==> config.mk <==
export PLATFORM = sky130hd
export DESIGN_NAME = axis_pkt_sink
export DESIGN_NICKNAME = d
export VERILOG_FILES = /design/src/rtl/axis_pkt_sink.sv
export SDC_FILE = /design/constraint.sdc
export NUM_CORES = 1
export LEC_CHECK = 0
export BUFFER_PORTS_ARGS = -buffer_cell sky130_fd_sc_hd__buf_2
export CAP_MARGIN = 20
export CORE_MARGIN = 10
export CORE_UTILIZATION = 56
export CTS_CLUSTER_DIAMETER = 60
export DETAILED_ROUTE_END_ITERATION = 16
export PLACE_DENSITY = 0.84
export SETUP_SLACK_MARGIN = 0.4
export SLEW_MARGIN = 0
export SYNTH_ARGS = -nofsm -noshare
export SYNTH_HDL_FRONTEND = slang
export SYNTH_SLANG_ARGS = --single-unit
export TNS_END_PERCENT = 10
==> constraint.sdc <==
create_clock -name clk -period 3.1 [get_ports clk]
set_input_delay 0.155 -clock clk [delete_from_list [all_inputs] [get_ports clk]]
set_output_delay 0.155 -clock clk [all_outputs]
set_load 0.005 [all_outputs]
==> src/rtl/axis_pkt_sink.sv <==
// axis_pkt_sink: AXI-Stream packet sink with programmable backpressure.
// Accumulates length, sum and overflow per packet, then holds a report
// until the consumer takes it. Also counts packets and beats since reset.
module axis_pkt_sink #(
    parameter int DW     = 16,
    parameter int AW     = 12,
    parameter int MAXLEN = 2048
) (
    input  logic          clk,
    input  logic          rst,
    input  logic [DW-1:0] s_tdata,
    input  logic          s_tvalid,
    input  logic          s_tlast,
    output logic          s_tready,
    input  logic [1:0]    bp_mode,
    output logic [AW:0]   st_len,
    output logic [DW-1:0] st_sum,
    output logic          st_err,
    output logic          st_valid,
    input  logic          st_ready,
    output logic [31:0]   pkt_cnt,
    output logic [31:0]   beat_cnt
);

    typedef enum logic {
        RECV   = 1'b0,
        REPORT = 1'b1
    } state_t;

    localparam logic [AW:0] L_MAXLEN = (AW+1)'(MAXLEN);
    localparam logic [7:0]  L_SEED   = 8'hA5;

    state_t        r_state;
    state_t        w_state_nxt;
    logic          r_tgl;
    logic [7:0]    r_lfsr;
    logic [AW:0]   r_len_acc;
    logic [DW-1:0] r_sum_acc;
    logic          r_err_acc;

    logic          w_bp_ready;
    logic          w_accept;
    logic          w_len_sat;
    logic [AW:0]   w_len_nxt;
    logic [DW-1:0] w_sum_nxt;
    logic          w_err_nxt;
    logic          w_lfsr_fb;

    // Per-beat accumulator updates; saturate length and flag overflow.
    assign w_len_sat = (r_len_acc == L_MAXLEN);
    assign w_len_nxt = w_len_sat ? r_len_acc : r_len_acc + 1'b1;
    assign w_sum_nxt = r_sum_acc + s_tdata;
    assign w_err_nxt = r_err_acc | w_len_sat;

    // Feedback for x^8+x^6+x^5+x^4+1, shifting toward the MSB.
    assign w_lfsr_fb = r_lfsr[7] ^ r_lfsr[5] ^ r_lfsr[4] ^ r_lfsr[3];

    // Backpressure select, handshake outputs and next-state decode.
    always_comb begin
        // NOTE: every signal driven here gets a default first so no path leaves it unassigned (no latch).
        w_bp_ready  = 1'b1;
        s_tready    = 1'b0;
        st_valid    = 1'b0;
        w_accept    = 1'b0;
        w_state_nxt = r_state;

        case (bp_mode)
            2'd0:    w_bp_ready = 1'b1;
            2'd1:    w_bp_ready = r_tgl;
            2'd2:    w_bp_ready = r_lfsr[0];
            default: w_bp_ready = 1'b0;
        endcase

        case (r_state)
            RECV: begin
                // Gated by rst so no beat appears accepted while reset is held.
                s_tready = w_bp_ready & ~rst;
                w_accept = s_tready & s_tvalid;
                if (w_accept && s_tlast) begin
                    w_state_nxt = REPORT;
                end
            end
            REPORT: begin
                st_valid = 1'b1;
                if (st_ready) begin
                    w_state_nxt = RECV;
                end
            end
            default: w_state_nxt = RECV;
        endcase
    end

    // State register.
    always_ff @(posedge clk) begin
        // NOTE: sequential state uses non-blocking assignments so all flops update from pre-edge values.
        if (rst) begin
            r_state <= RECV;
        end else begin
            r_state <= w_state_nxt;
        end
    end

    // Free-running backpressure sources: toggle flop and LFSR.
    always_ff @(posedge clk) begin
        if (rst) begin
            r_tgl  <= 1'b1;
            r_lfsr <= L_SEED;
        end else begin
            r_tgl  <= ~r_tgl;
            r_lfsr <= {r_lfsr[6:0], w_lfsr_fb};
        end
    end

    // Packet accumulators, report latch and running counters.
    always_ff @(posedge clk) begin
        if (rst) begin
            r_len_acc <= '0;
            r_sum_acc <= '0;
            r_err_acc <= 1'b0;
            st_len    <= '0;
            st_sum    <= '0;
            st_err    <= 1'b0;
            pkt_cnt   <= '0;
            beat_cnt  <= '0;
        end else if (w_accept) begin
            beat_cnt <= beat_cnt + 32'd1;
            if (s_tlast) begin
                // Report takes the values including this last beat.
                st_len    <= w_len_nxt;
                st_sum    <= w_sum_nxt;
                st_err    <= w_err_nxt;
                pkt_cnt   <= pkt_cnt + 32'd1;
                r_len_acc <= '0;
                r_sum_acc <= '0;
                r_err_acc <= 1'b0;
            end else begin
                r_len_acc <= w_len_nxt;
                r_sum_acc <= w_sum_nxt;
                r_err_acc <= w_err_nxt;
            end
        end
    end

endmodule

==> impl_metrics.csv, run 1 <==
group,metric,value,unit
clock_network,htree_levels,4,
grt,grt_max_degree,97,
sta,setup_viol,0,
final_layout,drive_above_1_share,20.8,%
synthesis,ys_warn_count,0,
route,vias,5965,
sta,post-route-period-util,84.2,%
setup_path,timing.rr.start,"pkt_cnt[3]$_SDFFE_PP0P_",
setup_path,critPathMostFrequentCell,"or3_4",
route,dr.pass1.iters,5,
grt,grt_pass1_wl,27.2,mm
setup_path,path_buf_inv,0,
clock_network,tritoncts_num_sinks,134,
die,die_w,128,um
place,io_buffers,118,
min_path,hold_path.class,"primary input to flop",
sta,timing.fmax,0.383,GHz
route,drc,0,
setup_path,r2r_cells,6,
die,ios,119,
power_and_ir_drop,ir_drop,0.591,mV
synthesis,syn-cell-area,6540,sq um
final_layout,area_delta_synth_final,19.9,%
final_layout,antenna_cells,0,
final_layout,fin_util,68.7,%
synthesis,netlist_instances,783,
setup_path,worstSetupStartpoint,"pkt_cnt[3]$_SDFFE_PP0P_",
route,vias_per_cell,5.68,
final_layout,fillers,947,
synthesis,synthFlopType,"dfxtp_1",
sta,fin_crit,2.61,ns
sta,hold_viol_final,0,
sta,worst_hold_slack,0.00818,ns
grt,antenna_found_initial,0,
sta,final_max_slew_viol_count,0,
sta,rsz0062_at_grt,"yes",
setup_path,worst-path-stages,6,
die,row_count,39,
setup_path,crit_path_start_kind,"flop",
grt,grt_pass1_vias,5552,
power_and_ir_drop,p_per_area,529,nW/um^2
synthesis,ys_ff_latch,134,
setup_path,crit_family,"simple AND/OR/NAND/NOR gates",
setup_path,crit_path_max_incr_delay,0.60,ns
clock_network,postCtsSetupBuffers,0,
grt,overflow,0,
setup_path,r2r_end,"pkt_cnt[29]$_SDFFE_PP0P_",
clock_network,cts_tree,"done",
synthesis,synth_seq_area_share,41.0,%
clock_network,clock-root-buffer,"clkbuf_16",
sta,worstMarginPinSlew,0.891,ns
power_and_ir_drop,finalPower,4.14,mW
synthesis,synthDistinctLibCells,51,
sta,relSlewSlack,40.6,%
setup_path,crit_type,"flop to flop",
sta,fin_tns_setup,0,ns
die,fp.coreArea,11400,sq um
setup_path,critPathMaxFanout,12,
setup_path,worst_setup_path_end_kind,"flop",
sta,finClkSkew,0.00772,ns
sta,worst_slack,0.490,ns
synthesis,syn_avg_cell_area,8.35,sq um
setup_path,cp.required,3.41,ns
place,dpl.hpwl,11.6,mm
setup_path,reg2reg_setup_slack,0.49,ns
synthesis,synth_edf_count,0,
place,place.gp.congestion,0.859,
route,wl_per_cell,16.0,um
route,final_antenna_net_count,0,
synthesis,syn_nets,826,
clock_network,cts.clk_slew.worst_paths,0.06,ns
setup_path,cp.arrival,2.92,ns
route,finalWirelength,16.8,mm
setup_path,crit_path_top_delay_cell,"or4_4",
flow_run,maxCapViolCount,0,
place,pre_cts_slack,0.539,ns
clock_network,cts_resized,0,
setup_path,worstPathCellList,"nand2_1 > or3_4 > or3_4 > or4_4 > nor4_1 > mux2_2",
die,start_util,57.2,%
min_path,min_path_cells,4,
clock_network,cts_hold_buffers,0,
final_layout,nets,937,
route,drtIter0Drc,459,
clock_network,cts_buffers,17,
clock_network,clk_latency,0.42,ns
power_and_ir_drop,leakage,3.23,nW
grt,grt.total_usage,20.0,%
die,die_h,128,um
clock_network,clockBufferDepth,2,
die,die-area,16400,sq um
synthesis,synthArstFlopShare,0,%
setup_path,crit_end,"pkt_cnt[29]$_SDFFE_PP0P_",
run_status,status,"complete, no violations",
==> state kept, by name (all words and copies together) (netlist names) <==
| register | cells |
|---|---|
| r_lfsr | 8 |
| pkt_cnt | 32 |
| st_sum | 16 |
| r_tgl | 1 |
| r_sum_acc | 16 |
| r_err_acc | 1 |
| r_len_acc | 13 |
| st_len | 13 |
| st_err | 1 |
| r_state | 1 |
| beat_cnt | 32 |
==> per-stage QoR <==
stage	cells	cell area, sq um
after floorplan	783	6540
after global placement	1018	7230
after detailed placement	1018	7230
after CTS	1050	7830
after global routing	1050	7840
final	1050	7840
==> logic make-up after synthesis <==
group	Yosys count	share of synthesized area, %
AND/OR/NAND/NOR	368	29.4
AO/OA/AOI/OAI	133	11.9
buffers and inverters	58	3.71
flip-flops	134	41.0
multiplexers	15	2.57
XOR/XNOR	55	7.37
adder cells (fa/ha/maj)	20	3.94
==> worst min-delay path by stage <==
stage | slack, ns | end | startpoint
floorplan | 0.31 | r_state$_SDFF_PP0_ | st_ready
global placement | 0.38 | r_tgl$_SDFF_PP1_ | r_tgl$_SDFF_PP1_
detailed placement | 0.39 | r_lfsr[7]$_SDFF_PP1_ | r_lfsr[6]$_SDFF_PP0_
CTS | 0.005 | r_state$_SDFF_PP0_ | st_ready
global route | 0.02 | r_state$_SDFF_PP0_ | st_ready
finish | 0.008 | r_state$_SDFF_PP0_ | st_ready
==> Yosys cell counts (2+ instances only) <==
| library cell | count | area share, % |
|---|---|---|
| dfxtp_1 | 134 | 41 |
| nor2_1 | 87 | 5.0 |
| nand2_1 | 66 | 3.8 |
| o21ai_0 | 49 | 3.8 |
| a21oi_1 | 44 | 3.4 |
| xnor2_1 | 40 | 5.4 |
| nand3_1 | 33 | 2.5 |
| nor3_1 | 33 | 2.5 |
| nand3b_1 | 30 | 3.4 |
| clkbuf_1 | 29 | 1.7 |
| inv_1 | 21 | 1.2 |
| ha_1 | 19 | 3.6 |
| nor2b_1 | 19 | 1.8 |
| or3_1 | 16 | 1.5 |
| nor4_1 | 15 | 1.4 |
| xor2_1 | 15 | 2.0 |
| mux2_2 | 14 | 2.4 |
| nand4_1 | 14 | 1.3 |
| and3_1 | 13 | 1.2 |
| nand2b_1 | 12 | 1.1 |
| or4_1 | 8 | 0.92 |
| a22oi_1 | 6 | 0.69 |
| o31ai_1 | 5 | 0.57 |
| or2_2 | 5 | 0.48 |
| a211oi_1 | 4 | 0.46 |
| and2_1 | 4 | 0.38 |
| buf_1 | 4 | 0.23 |
| a211o_1 | 3 | 0.40 |
| a21o_1 | 3 | 0.34 |
| a22o_1 | 3 | 0.40 |
| a31o_2 | 3 | 0.40 |
| a31oi_1 | 3 | 0.29 |
| and4_1 | 3 | 0.40 |
| buf_6 | 3 | 0.52 |
| nor4b_1 | 3 | 0.40 |
| a2bb2oi_1 | 2 | 0.27 |
| o211ai_1 | 2 | 0.23 |
| or3_4 | 2 | 0.34 |
| or4_4 | 2 | 0.34 |
==> power breakdown <==
group / switching, mW / internal [mW]
combinational: 0.184 / 0.121
clock: 0.788 / 1.26
sequential: 0.0238 / 1.76
total: 0.996 / 3.15
==> cell type report <==
type | instances | area, sq um | area share (%)
clock buffer | 17 | 425 | 5.43
tap | 143 | 179 | 2.28
clock inverter | 15 | 183 | 2.33
inverter | 22 | 85.1 | 1.09
timing repair buffer | 128 | 668 | 8.52
multi-input combinational | 591 | 3620 | 46.1
sequential | 134 | 2680 | 34.2
==> layout by cell type (no fill, tap or decap), types with 30 or more instances in the layout <==
| cell | count |
|---|---|
| xnor2_1 | 40 |
| buf_2 | 117 |
| nand3_1 | 33 |
| a21oi_1 | 44 |
| nand2_1 | 66 |
| nand3b_1 | 30 |
| o21ai_0 | 49 |
| nor2_1 | 87 |
| nor3_1 | 33 |
| dfxtp_1 | 134 |
==> tightest hold or removal path, stage by stage <==
cell and delay, ns:
buf_2 0.08, nor2_1 0.04, nand2_1 0.06, nand2_1 0.05
==> metal layers <==
layer	GRT usage, %	vias up	part of all wire [%]
met1	25.1	2781	45
met5	0	-	0
li1	-	2984	-
met3	5.87	28	6.0
met2	31.6	172	47
met4	7.88	0	1.9
Note: power is estimated with default switching activity, not from simulation.
==> run 2: changes to the inputs <==
--- a/config.mk
+++ b/config.mk
@@ -5,13 +5,14 @@
 export SDC_FILE = /design/constraint.sdc
 export NUM_CORES = 1
 export LEC_CHECK = 0
+export ABC_AREA = 1
 export BUFFER_PORTS_ARGS = -buffer_cell sky130_fd_sc_hd__buf_2
 export CAP_MARGIN = 20
 export CORE_MARGIN = 10
-export CORE_UTILIZATION = 56
+export CORE_UTILIZATION = 51
 export CTS_CLUSTER_DIAMETER = 60
 export DETAILED_ROUTE_END_ITERATION = 16
-export PLACE_DENSITY = 0.84
+export PLACE_DENSITY = 0.8
 export SETUP_SLACK_MARGIN = 0.4
 export SLEW_MARGIN = 0
 export SYNTH_ARGS = -nofsm -noshare
==> constraint.sdc (replaced) <==
create_clock -name clk -period 2.3 [get_ports clk]
set_input_delay 0.115 -clock clk [delete_from_list [all_inputs] [get_ports clk]]
set_output_delay 0.115 -clock clk [all_outputs]
set_load 0.005 [all_outputs]
==> run 2 against run 1 <==
Net effect: via count up 22%; cell area up 8.4%; core utilization down 7.2 points; clock power up 23%; area after synthesis up 10%; first-iteration DRC count up 26%; total power up 28%; non-clock buffer count down 3; largest power group unchanged; highest routed layer unchanged.
==> impl_metrics.csv, run 2 <==
group,metric,value,unit
route,finalWirelength,19.3,mm
grt,grt_max_degree,72,
route,vias,7257,
die,row_count,43,
power_and_ir_drop,p_per_area,624,nW/um^2
final_layout,fin_cells,1382,
final_layout,biggestRegsByFlops,"beat_cnt x32, pkt_cnt x32",
clock_network,postCtsSetupBuffers,0,
power_and_ir_drop,ir_drop,0.495,mV
min_path,min-delay-start,"s_tdata[0]",
place,place.gp.congestion,0.887,
run_status,status,"complete, no violations",
die,die_h,139,um
synthesis,synth_seq_area_share,37.3,%
grt,antenna_found_initial,0,
grt,grt_pass1_wl,31.9,mm
min_path,min_to,"st_sum[0]$_SDFFE_PP0P_",
setup_path,critPathMostFrequentCell,"nor2_1",
clock_network,cts.clk_slew.worst_paths,0.06,ns
synthesis,synthDistinctLibCells,41,
clock_network,clock-root-buffer,"clkbuf_16",
grt,grt.total_usage,19.4,%
sta,worstMarginPinSlew,0.809,ns
final_layout,layout_commonest_cell,"nand2_1",
setup_path,crit_path_top_delay_cell,"nor3_1",
sta,timing.fmax,0.550,GHz
synthesis,synth_area_leaders,"dfxtp_1 37%, nand2_1 18%, nor2_1 6.8%",
setup_path,r2r_cells,7,
synthesis,ys_ff_latch,134,
route,dr.pass1.iters,5,
sta,final_max_slew_viol_count,0,
setup_path,worst-path-stages,7,
sta,fin_tns_setup,0,ns
synthesis,synthFlopType,"dfxtp_1",
die,start_util,52.0,%
sta,relSlewSlack,46.1,%
flow_run,maxCapViolCount,0,
sta,hold_viol_final,0,
synthesis,yosys-top-cells-count,"350 x nand2_1, 134 x dfxtp_1, 130 x nor2_1",
route,drtIter0Drc,577,
setup_path,path_buf_inv,1,
grt,grt_pass1_vias,6761,
synthesis,syn-cell-area,7190,sq um
final_layout,multiInputGateArea,3980,sq um
synthesis,synthArstFlopShare,0,%
sta,fin_crit,1.82,ns
final_layout,antenna_cells,0,
synthesis,netlist_instances,1074,
route,vias_per_cell,5.25,
synthesis,ys_warn_count,0,
setup_path,critPathMaxFanout,3,
sta,rsz0062_at_grt,"yes",
clock_network,htree_levels,4,
die,fp.coreArea,13800,sq um
power_and_ir_drop,leakage,3.79,nW
setup_path,worstPathCellList,"inv_1 > nor3_1 > nand2_1 > nor2_1 > nand3_1 > nor2_1 > nor3b_2",
setup_path,crit_path_max_incr_delay,0.43,ns
final_layout,drive_above_1_share,15.0,%
final_layout,final_cell_mix,"350 x nand2_1, 132 x dfxtp_1, 128 x nor2_1",
sta,setup_viol,0,
final_layout,fin_util,61.5,%
place,dpl.hpwl,13.9,mm
min_path,min_path_cells,3,
clock_network,tritoncts_num_sinks,134,
setup_path,worst_setup_path_end_kind,"flop",
die,ios,119,
synthesis,syn_avg_cell_area,6.70,sq um
clock_network,cts_tree,"done",
place,postPlaceCellArea,7920,sq um
setup_path,crit_family,"simple AND/OR/NAND/NOR gates",
clock_network,cts_buffers,17,
final_layout,area_delta_synth_final,18.2,%
sta,post-route-period-util,79.0,%
route,drc,0,
setup_path,timing.rr.start,"beat_cnt[11]$_SDFFE_PP0P_",
sta,finClkSkew,0.00813,ns
synthesis,synth_top_area_cell,"dfxtp_1",
synthesis,yosysMostFrequentCell,"nand2_1",
clock_network,clockBufferDepth,2,
grt,overflow,0,
setup_path,crit_path_start_kind,"flop",
clock_network,clk_latency,0.42,ns
route,wl_per_cell,14.0,um
setup_path,crit_type,"flop to flop",
final_layout,design_area,8500,sq um
die,die-area,19200,sq um
synthesis,syn_nets,1117,
place,dp.cells,1350,
min_path,hold_path.class,"primary input to flop",
setup_path,r2r_end,"beat_cnt[25]$_SDFFE_PP0P_",
route,final_antenna_net_count,0,
setup_path,cp.arrival,2.09,ns
synthesis,synth_top_area_share,37.3,%
final_layout,ff_latch_area,2690,sq um
place,io_buffers,118,
final_layout,nets,1233,
synthesis,synth_edf_count,0,
die,die_w,139,um
setup_path,reg2reg_setup_slack,0.48,ns
final_layout,fillers,1232,
setup_path,cp.required,2.57,ns
==> run 2: changes by cell type in the layout (fill, tap and decap cells not counted), sizes merged, moves of 26 or more <==
| cell | delta |
|---|---|
| xnor2 | -34 |
| a21oi | +37 |
| nand3 | +26 |
| o21ai | -36 |
| nand2 | +284 |
| nor2 | +50 |
| inv | +84 |
==> run 2: stage by stage <==
stage / hold WS (ns) / worst slack [ns] / total power [mW]
floorplan: 0.207 / 0.628 / 2.70
global placement: 0.303 / 0.517 / 2.82
detailed placement: 0.305 / 0.470 / 2.82
CTS: 0.0651 / 0.411 / 5.33
global route: 0.0813 / 0.310 / 5.49
finish: 0.0754 / 0.483 / 5.30
==> run 2: where the power goes <==
| part | switching (mW) | leakage [nW] | internal [mW] |
|---|---|---|---|
| clock network | 0.961 | 0.265 | 1.56 |
| registers | 0.0339 | 1.09 | 2.37 |
| logic | 0.238 | 2.44 | 0.134 |
==> run 2: layout make-up <==
class,count,area share [%]
multi-input cells,804,46.9
repair buffers,125,7.74
flip-flops and latches,134,31.6
clock buffers,27,5.80
inverters,108,4.80
clock inverters,4,0.530
well taps,180,2.65
==> run 2: how the worst max path moves through the flow <==
stage,end,from
6_report,beat_cnt[25]$_SDFFE_PP0P_,beat_cnt[11]$_SDFFE_PP0P_
5_1_grt,r_len_acc[12]$_SDFFE_PP0P_,r_len_acc[0]$_SDFFE_PP0P_
4_1_cts,beat_cnt[14]$_SDFFE_PP0P_,beat_cnt[0]$_SDFFE_PP0P_
3_5_place_dp,beat_cnt[20]$_SDFFE_PP0P_,beat_cnt[0]$_SDFFE_PP0P_
3_3_place_gp,beat_cnt[20]$_SDFFE_PP0P_,beat_cnt[0]$_SDFFE_PP0P_
2_1_floorplan,beat_cnt[20]$_SDFFE_PP0P_,beat_cnt[0]$_SDFFE_PP0P_
==> run 2: tightest hold or removal path, stage by stage <==
cell and delay, ns:
buf_2 0.08, ha_1 0.14, a22o_1 0.13
==> run 2: what timing repair did <==
action                                 in CTS  in global routing
hold buffers                                1                  0
endpoints found under the hold margin       1                  0
setup endpoints to repair                   1                 32
resized for setup                           1                  9
==> run 2: logic make-up (layout without fill, tap and decap cells) <==
logic type                 Yosys count  count (layout)  synth area share [%]
and+or+nand+nor                    635             635                  38.2
adders and majority gates           20              20                  3.58
AOI/OAI and AO/OA                  120             120                  9.73
DFF                                134             134                  37.3
xor gates and xnor gates            29              29                  3.53
buffers and inverters              136             264                  7.62
==> run 2: routing by layer <==
layer | part of all wire [%] | up-vias | GRT usage [%]
met4 | 1.2 | 0 | 5.88
met2 | 48 | 209 | 33.5
li1 | - | 3699 | -
met1 | 44 | 3327 | 23.1
met5 | 0 | - | 0
met3 | 6.7 | 22 | 5.07
==> run 3: changes to the inputs <==
--- a/config.mk
+++ b/config.mk
@@ -5,14 +5,14 @@
 export SDC_FILE = /design/constraint.sdc
 export NUM_CORES = 1
 export LEC_CHECK = 0
-export ABC_AREA = 1
+export ABC_AREA = 0
 export BUFFER_PORTS_ARGS = -buffer_cell sky130_fd_sc_hd__buf_2
 export CAP_MARGIN = 20
 export CORE_MARGIN = 10
 export CORE_UTILIZATION = 51
 export CTS_CLUSTER_DIAMETER = 60
 export DETAILED_ROUTE_END_ITERATION = 16
-export PLACE_DENSITY = 0.8
+export PLACE_DENSITY = 0.81
 export SETUP_SLACK_MARGIN = 0.4
 export SLEW_MARGIN = 0
 export SYNTH_ARGS = -nofsm -noshare
==> constraint.sdc (replaced) <==
create_clock -name clk -period 1.6 [get_ports clk]
set_input_delay 0.08 -clock clk [delete_from_list [all_inputs] [get_ports clk]]
set_output_delay 0.08 -clock clk [all_outputs]
set_load 0.005 [all_outputs]
==> run 3 against run 2 <==
Net effect: the run now ends with negative setup slack left; die area decreased by 7.8%; maximum frequency decreased by 22%; via count decreased by 4.2%; worst hold slack got worse by 0.073 ns; highest routed layer unchanged.
==> impl_metrics.csv, run 3 (same netlist as run 1, synthesis figures left out) <==
group,metric,value,unit
place,postPlaceCellArea,8450,sq um
power_and_ir_drop,ir_drop,0.719,mV
route,finalWirelength,22.0,mm
final_layout,drive_above_1_share,43.1,%
min_path,min-delay-start,"s_tdata[0]",
route,met1_length,8.90,mm
clock_network,cts_tree,"done",
route,vias,6953,
power_and_ir_drop,pwr-share-seq,39.7,%
clock_network,cts_buffers,17,
final_layout,nets,1081,
setup_path,crit_path_top_delay_cell,"or4_4",
place,dpl.hpwl,13.4,mm
final_layout,biggestRegsByFlops,"beat_cnt x32, pkt_cnt x32",
sta,finClkSkew,0.00820,ns
route,final_antenna_net_count,0,
setup_path,cp.required,1.92,ns
route,dr.pass1.iters,6,
die,start_util,52.0,%
final_layout,fin_cells,1223,
place,place.gp.congestion,0.922,
run_status,status,"finished, violations left",
setup_path,critPathMaxFanout,9,
setup_path,worstPathCellList,"nand2_1 > or3_4 > or3_4 > or4_4 > buf_12 > nor3_4 > mux2_4",
run_status,violations,"negative setup slack",
final_layout,antenna_cells,0,
grt,grt.total_usage,23.4,%
power_and_ir_drop,clkPwrFrac,50.4,%
final_layout,design_area,9890,sq um
setup_path,path_buf_inv,1,
route,drc,0,
final_layout,multiInputGateArea,4380,sq um
setup_path,crit_path_max_incr_delay,0.46,ns
grt,grt_pass1_vias,7010,
sta,final_max_slew_viol_count,0,
final_layout,fillers,772,
route,wl_met2,10.9,mm
route,vias_per_cell,5.69,
min_path,min_path_cells,4,
min_path,min_to,"st_sum[0]$_SDFFE_PP0P_",
die,die_h,133,um
sta,rsz0062_at_grt,"yes",
sta,relSlewSlack,63.3,%
setup_path,crit_path_start_kind,"flop",
die,row_count,41,
route,wl_per_cell,18.0,um
sta,hold_viol_final,0,
clock_network,tritoncts_num_sinks,134,
place,io_buffers,118,
power_and_ir_drop,finalPower,8.75,mW
route,drtIter0Drc,583,
power_and_ir_drop,pwr-share-comb,10.0,%
die,die-area,17700,sq um
setup_path,timing.rr.start,"pkt_cnt[6]$_SDFFE_PP0P_",
grt,grt_max_degree,55,
setup_path,worst_setup_path_end_kind,"flop",
clock_network,clock-root-buffer,"clkbuf_16",
power_and_ir_drop,p_sw_share,23.3,%
final_layout,ff_latch_area,2710,sq um
setup_path,reg2reg_setup_slack,-0.72,ns
sta,setup_viol,74,
die,die_w,133,um
power_and_ir_drop,p_switching,2.03,mW
setup_path,crit_type,"flop to flop",
min_path,hold_path.class,"primary input to flop",
sta,worstMarginPinSlew,0.549,ns
clock_network,clockBufferDepth,2,
power_and_ir_drop,p_per_area,884,nW/um^2
setup_path,cp.arrival,2.64,ns
sta,timing.fmax,0.430,GHz
final_layout,final_cell_mix,"143 x buf_4, 116 x buf_2, 114 x dfxtp_1",
power_and_ir_drop,power.internal,6.71,mW
setup_path,r2r_cells,7,
power_and_ir_drop,leakage,4.42,nW
place,dp.cells,1188,
final_layout,area_delta_synth_final,51.4,%
clock_network,cts.clk_slew.worst_paths,0.06,ns
setup_path,r2r_end,"pkt_cnt[23]$_SDFFE_PP0P_",
clock_network,htree_levels,4,
grt,overflow,0,
clock_network,clk_latency,0.43,ns
die,ios,119,
route,maxUsedRoutingLayer,"met4",
flow_run,maxCapViolCount,0,
route,wl_met3,1.29,mm
setup_path,critPathMostFrequentCell,"or3_4",
final_layout,layout_commonest_cell,"buf_4",
die,fp.coreArea,12600,sq um
sta,worst_slack,-0.723,ns
grt,grt_pass1_wl,34.5,mm
setup_path,crit_family,"simple AND/OR/NAND/NOR gates",
grt,antenna_found_initial,0,
sta,fin_crit,2.32,ns
sta,post-route-period-util,145,%
run 3: repair_timing:
item                       4_1_cts  5_1_grt
pin swaps                       70       41
gates resized for setup        121       53
setup endpoints to repair      127      127
hold buffers                     1        0
buffers inserted                 1        1
hold endpoints to repair         1        0
run 3: final cells by class:
| cell class | instances | share of cell area, % |
|---|---|---|
| multi-input cells | 591 | 44.3 |
| clock inverters | 11 | 1.97 |
| inverters | 22 | 0.885 |
| flip-flops and latches | 134 | 27.4 |
| repair buffers | 272 | 18.5 |
| clock buffers | 21 | 4.76 |
| well taps | 172 | 2.18 |
run 3: metrics by stage:
stage,TNS [ns],hold WS [ns],setup WS [ns],util [%]
after floorplan,-25.05,0.238,-0.704,-
after global placement,-31.85,0.325,-0.698,67.2
after detailed placement,-34.71,0.332,-0.808,67.2
after CTS,-20.40,0.00393,-0.702,76.6
after global routing,-28.19,0.0195,-0.774,78.7
final,-22.04,0.00231,-0.723,78.7
run 3: worst max-delay path by stage:
stage / slack (ns) / end / start / cells past startpoint
final: -0.72 / pkt_cnt[23]$_SDFFE_PP0P_ / pkt_cnt[6]$_SDFFE_PP0P_ / 7
after global routing: -0.77 / pkt_cnt[23]$_SDFFE_PP0P_ / pkt_cnt[6]$_SDFFE_PP0P_ / 7
after CTS: -0.70 / pkt_cnt[23]$_SDFFE_PP0P_ / pkt_cnt[6]$_SDFFE_PP0P_ / 7
after detailed placement: -0.81 / st_sum[10]$_SDFFE_PP0P_ / r_sum_acc[0]$_SDFFE_PP0P_ / 8
after global placement: -0.70 / st_sum[10]$_SDFFE_PP0P_ / r_sum_acc[0]$_SDFFE_PP0P_ / 8
after floorplan: -0.70 / pkt_cnt[23]$_SDFFE_PP0P_ / pkt_cnt[6]$_SDFFE_PP0P_ / 7
run 3: worst reg2reg max path, delay by kind of cell (launching register included):
family	cells	cell delay, ns
AND/OR/NAND/NOR	5	1.40
flip-flops	1	0.33
multiplexers	1	0.31
buffers and inverters	1	0.17
run 3: power by group through the flow:
stage,registers [mW],logic (mW),clock network (mW)
floorplan,3.53,0.401,0
global placement,3.53,0.702,0
detailed placement,3.53,0.718,0
CTS,3.46,0.802,4.40
global route,3.47,0.944,4.58
finish,3.47,0.872,4.41
run 3: per-layer routing:
metal	track usage [%]	vias to the layer above
li1	-	3280
met1	26.7	3305
met2	39.7	294
met3	5.68	74
met4	11.9	0
met5	0	-
